File: config.mk
export PLATFORM = sky130hd
export DESIGN_NAME = sync_fifo_flags
export DESIGN_NICKNAME = d
export VERILOG_FILES = /design/src/rtl/fifo_pkg.sv /design/src/rtl/fifo_ram_2p.sv /design/src/rtl/sync_fifo_flags.sv
export SDC_FILE = /design/constraint.sdc
export NUM_CORES = 1
export LEC_CHECK = 0
export CAP_MARGIN = 20
export CORE_MARGIN = 5
export CORE_UTILIZATION = 25
export DETAILED_ROUTE_END_ITERATION = 10
export PLACE_DENSITY = 0.48
export SLEW_MARGIN = 20
export SYNTH_ARGS = -nofsm -noshare
export SYNTH_HDL_FRONTEND = slang
export SYNTH_HIERARCHICAL = 1
export SYNTH_SLANG_ARGS = --single-unit
File: constraint.sdc
create_clock -name clk -period 7.97 [get_ports clk]
set_input_delay 2.391 -clock clk [delete_from_list [all_inputs] [get_ports clk]]
set_output_delay 2.391 -clock clk [all_outputs]
set_load 0.1 [all_outputs]
File: src/rtl/fifo_pkg.sv
// ============================================================================
// fifo_pkg : shared defaults, fill-count width helper and error-flag type
// Rev 1.0
// ============================================================================
`default_nettype none

package fifo_pkg;

  localparam int WIDTH_DEF    = 8;
  localparam int DEPTH_P2_DEF = 5;

  // A count of 0..depth needs one bit more than the address.
  function automatic int fill_width(input int depth);
    return $clog2(depth) + 1;
  endfunction

  typedef struct packed {
    logic overflow;
    logic underflow;
  } fifo_err_t;

endpackage : fifo_pkg

`default_nettype wire

File: src/rtl/fifo_ram_2p.sv
// ============================================================================
// fifo_ram_2p : WIDTH x DEPTH storage, one write port, one asynchronous read
// Rev 1.0
// ============================================================================
`default_nettype none

module fifo_ram_2p #(
  parameter int WIDTH  = 8,
  parameter int ADDR_W = 5
) (
  input  logic              clk,
  input  logic              we_i,
  input  logic [ADDR_W-1:0] waddr_i,
  input  logic [WIDTH-1:0]  wdata_i,
  input  logic [ADDR_W-1:0] raddr_i,
  output logic [WIDTH-1:0]  rdata_o
);

  localparam int DEPTH = 2**ADDR_W;

  logic [WIDTH-1:0] mem_q [DEPTH];

  always_ff @(posedge clk) begin
    if (we_i) begin
      mem_q[waddr_i] <= wdata_i;
    end
  end

  assign rdata_o = mem_q[raddr_i];

endmodule : fifo_ram_2p

`default_nettype wire

File: src/rtl/sync_fifo_flags.sv
// ============================================================================
// sync_fifo_flags : single-clock FWFT FIFO with fill count, thresholds,
//                   flush and sticky overflow/underflow flags
// Rev 1.0
// ============================================================================
`default_nettype none

module sync_fifo_flags
  import fifo_pkg::*;
#(
  parameter int WIDTH     = WIDTH_DEF,
  parameter int DEPTH_P2  = DEPTH_P2_DEF,
  parameter int AF_THRESH = 2**DEPTH_P2 - 4,
  parameter int AE_THRESH = 4
) (
  input  logic                                   clk,
  input  logic                                   reset,
  input  logic                                   flush,
  input  logic [WIDTH-1:0]                       data_in,
  input  logic                                   put,
  input  logic                                   get,
  output logic [WIDTH-1:0]                       data_out,
  output logic                                   empty,
  output logic                                   full,
  output logic                                   almost_empty,
  output logic                                   almost_full,
  output logic [fill_width(2**DEPTH_P2)-1:0]     fillcount,
  output logic                                   overflow,
  output logic                                   underflow
);

  localparam int DEPTH = 2**DEPTH_P2;
  localparam int CW    = fill_width(DEPTH);

  if (DEPTH_P2 < 1) begin : g_chk_depth
    $error("sync_fifo_flags: DEPTH_P2 must be >= 1");
  end
  if (AE_THRESH < 0 || AE_THRESH >= AF_THRESH || AF_THRESH > DEPTH) begin : g_chk_thresh
    $error("sync_fifo_flags: need 0 <= AE_THRESH < AF_THRESH <= DEPTH");
  end

  logic [DEPTH_P2-1:0] wr_ptr_q, wr_ptr_d;
  logic [DEPTH_P2-1:0] rd_ptr_q, rd_ptr_d;
  logic [CW-1:0]       count_q,  count_d;
  fifo_err_t           err_q,    err_d;

  logic wen;
  logic ren;

  assign full  = (count_q == CW'(DEPTH));
  assign empty = (count_q == '0);
  assign wen   = put & ~full;
  assign ren   = get & ~empty;

  always_comb begin
    wr_ptr_d = wr_ptr_q;
    rd_ptr_d = rd_ptr_q;
    count_d  = count_q;
    err_d    = err_q;
    if (flush) begin
      wr_ptr_d = '0;
      rd_ptr_d = '0;
      count_d  = '0;
      err_d    = '0;
    end else begin
      if (wen) wr_ptr_d = wr_ptr_q + 1'b1;
      if (ren) rd_ptr_d = rd_ptr_q + 1'b1;
      case ({wen, ren})
        2'b10:   count_d = count_q + 1'b1;
        2'b01:   count_d = count_q - 1'b1;
        default: count_d = count_q;
      endcase
      err_d.overflow  = err_q.overflow  | (put & full);
      err_d.underflow = err_q.underflow | (get & empty);
    end
  end

  always_ff @(posedge clk) begin
    if (!reset) begin
      wr_ptr_q <= '0;
      rd_ptr_q <= '0;
      count_q  <= '0;
      err_q    <= '0;
    end else begin
      wr_ptr_q <= wr_ptr_d;
      rd_ptr_q <= rd_ptr_d;
      count_q  <= count_d;
      err_q    <= err_d;
    end
  end

  // Writes are suppressed on reset/flush edges so a discarded put never lands.
  fifo_ram_2p #(
    .WIDTH  (WIDTH),
    .ADDR_W (DEPTH_P2)
  ) u_ram (
    .clk     (clk),
    .we_i    (wen & ~flush & reset),
    .waddr_i (wr_ptr_q),
    .wdata_i (data_in),
    .raddr_i (rd_ptr_q),
    .rdata_o (data_out)
  );

  assign fillcount    = count_q;
  assign almost_full  = (count_q >= CW'(AF_THRESH));
  assign almost_empty = (count_q <= CW'(AE_THRESH));
  assign overflow     = err_q.overflow;
  assign underflow    = err_q.underflow;

endmodule : sync_fifo_flags

`default_nettype wire

==> impl_metrics.tcl <==
set metrics [dict create \
    setup_viol 0 \
    synthFlopType "edfxtp_1" \
    fin_crit_sh_pct 82.0 \
    grt_pass1_wl_mm 37.5 \
    n_antenna_cell 0 \
    gp_routability_congestion 0.747 \
    worstMarginPinSlew_ps 1090 \
    slowest_stage "clkdlybuf4s50_1" \
    cpPeakStageDelay_ps 970 \
    viasPerCell 4.45 \
    synth_compound_area_share_pct 2.09 \
    synth_xor_area_share_pct 0.560 \
    outcome "finished clean" \
    rsz0062_at_grt "false" \
    crit_chain "buf_4 > mux4_2 > mux4_2 > mux2_2 > clkdlybuf4s50_1" \
    timing.fmax_mhz 153 \
    powerDensity_nw_per_um2 242 \
    holdBufCountCts 0 \
    ir_drop_uv 127 \
    grt_max_degree 33 \
    ctsRootBufferMaster "clkbuf_16" \
    grt_remaining_overflow 0 \
    critical_path.max_fanout 29 \
    cts_tree "built" \
    die_area_um2 48100 \
    total_power_mw 3.14 \
    async_flop_share_pct 0 \
    maxSlewHeadroom_pct 27.2 \
    dr_total_vias 5288 \
    initial_utilization_pct 25.4 \
    hpwl_mm 16.2 \
    rows 76 \
    numCtsBuffers 30 \
    clock_sinks 274 \
    synth_top_family_by_area "multiplexers" \
    grt_pass1_vias 5555 \
    wl_mm 25.4 \
    drcViolationCount 0 \
    drtIter0Drc 405 \
    drive_gt1_share_pct 26.4 \
    synth_fa_ha_area_share_pct 0.983 \
    core_um2 43200 \
    crit_type "register to output port" \
    grt.total_usage_pct 10.6 \
    min_path_type "register to register" \
    synth_nets 548 \
    synth-simple-area-share_pct 3.87 \
    antenna_found_initial 0 \
    cts_resized 0 \
    avgSynthCellArea_um2 20.8 \
    drt_first_pass_iters 5 \
    fin_nets 599 \
    io_buffers 32 \
    hold_viol 0 \
    synth_seq_area_share_pct 73.5 \
    syn_area_um2 10900 \
    path_clk_slew_ps 60 \
    netlist_instances 527 \
    cp.required_ps 5580 \
    clockBufferDepth 3 \
    path_common_cell "mux4_2" \
    finalSetupTns_ps 0 \
    crit_arrival_ps 4150 \
    crit_path_start_kind "register" \
    synth_cell_types 45 \
    fin_worst_skew_ps 29.4 \
    clk_latency_ps 580 \
    fillCellCount 4204 \
    cts_setup_buffers 0 \
    slew_violations 0 \
    drv_cap 0 \
    area_delta_synth_final_pct 18.6 \
    die-width_um 219 \
    ant_nets 0 \
    fp.dieH_um 219 \
    cts_max_level 1 \
    yosys-mux-area-fraction_pct 17.6 \
    ios 33 \
    detail_route.wl_per_cell_um 21.4 \
    synth_edf_count 256 \
    hold_ws_ps 502 \
    yosys_warnings 6 \
    power.leakage_nw 3.87 \
    endpoint_kind "output port" \
    finalCriticalPeriod_ps 6540 \
    synth_seq_cells 274 \
]
## where the power goes
| group | switching, mW | internal [mW] | total [mW] |
|---|---|---|---|
| combinational | 0.0926 | 0.0431 | 0.136 |
| clock | 0.565 | 0.858 | 1.42 |
| sequential | 0.00718 | 1.57 | 1.58 |
## cell usage in the layout (no fill, tap or decap), types with 6 or more instances in the layout
master	count
edfxtp_1	256
mux4_2	80
nor2_1	46
clkbuf_16	30
clkdlybuf4s50_1	30
dfxtp_1	16
buf_4	12
nand2_1	10
nand3_1	8
mux2_2	8
ha_1	7
inv_1	6
xor2_1	6
a21oi_1	6
clkinv_2	6
clkinv_1	6
## registers in the layout (all words and copies together), names as in the netlist
register	count
wr_ptr_q	5
rd_ptr_q	5
u_ram/mem_q	256
underflow	1
fillcount	6
overflow	1
## worst paths after layout
path | startpoint | endpoint | slack [ps] | cells after the start
worst max-delay path | rd_ptr_q[0]$_SDFFE_PP0P_ | data_out[7] | 1430 | 5
worst min-delay path | overflow$_SDFF_PP0_ | overflow$_SDFF_PP0_ | 500 | 2
worst max register to register | fillcount[0]$_SDFFE_PP0P_ | fillcount[5]$_SDFFE_PP0P_ | 4720 | 9
worst min register to register | overflow$_SDFF_PP0_ | overflow$_SDFF_PP0_ | 500 | 2
## layer usage
layer | up-vias | share of wire, % | wire length, um | GRT usage, %
met1 | 2824 | 41 | 10300 | 13.4
met2 | 133 | 51 | 13000 | 18.6
met5 | - | 0 | 0 | 0
met4 | 0 | 2.9 | 738 | 2.95
met3 | 41 | 5.4 | 1370 | 2.18
li1 | 2290 | - | - | -
## layout make-up
class	instances	area [um2]	share of cell area, %
inverters	6	22.5	0.173
well taps	585	732	5.64
clock inverters	21	260	2.00
clock buffers	35	769	5.93
flip-flops and latches	274	8050	62.0
repair buffers	44	400	3.08
multi-input cells	222	2750	21.2
## cell usage after synthesis (2+ instances only)
cell type  count  area (um2)
or3b_2         3        26.3
buf_6          2        22.5
buf_1          6        22.5
o31ai_1        2        15.0
a21oi_1        6        30.0
o31ai_4        2        42.5
nor2b_1        2        12.5
mux4_2        80        1800
mux2i_1        3        30.0
o21ai_0        4        20.0
ha_1           7        87.6
nor3_1         3        15.0
nand2_1       10        37.5
buf_4          6        45.0
nand3_1        8        40.0
nor2_1        47         176
or3_1          2        12.5
a211o_1        2        17.5
inv_1          6        22.5
edfxtp_1     256        7690
nand3b_1       5        37.5
o21a_1         4        30.0
mux2_2         8        90.1
xor2_1         6        52.6
clkbuf_1      10        37.5
dfxtp_1       18         360
## cells by family after synthesis
group / Yosys count
DFF: 274
muxes: 91
and+or+nand+nor: 89
buffers and inverters: 31
AOI/OAI and AO/OA: 27
adders and majority gates: 8
xor gates and xnor gates: 7
## worst max-delay path: cells and delay by family, from the launching register on
| kind | cells | cell delay, ps |
|---|---|---|
| buffers and inverters | 2 | 1420 |
| flip-flops | 1 | 730 |
| multiplexers | 3 | 1390 |
## through the flow
| stage | setup WS [ps] | instance area [um2] | instances | utilization (%) |
|---|---|---|---|---|
| final | 1430 | 13000 | 1187 | 30.1 |
| after global routing | 1220 | 13000 | 1187 | 30.1 |
| after CTS | 1320 | 13000 | 1187 | 30.1 |
| after detailed placement | 1920 | 12000 | 1131 | 27.7 |
| after global placement | 1940 | 12000 | 1131 | 27.7 |
| after floorplan | 1300 | 10900 | 527 | - |
Power figures use the tool's default switching activity.
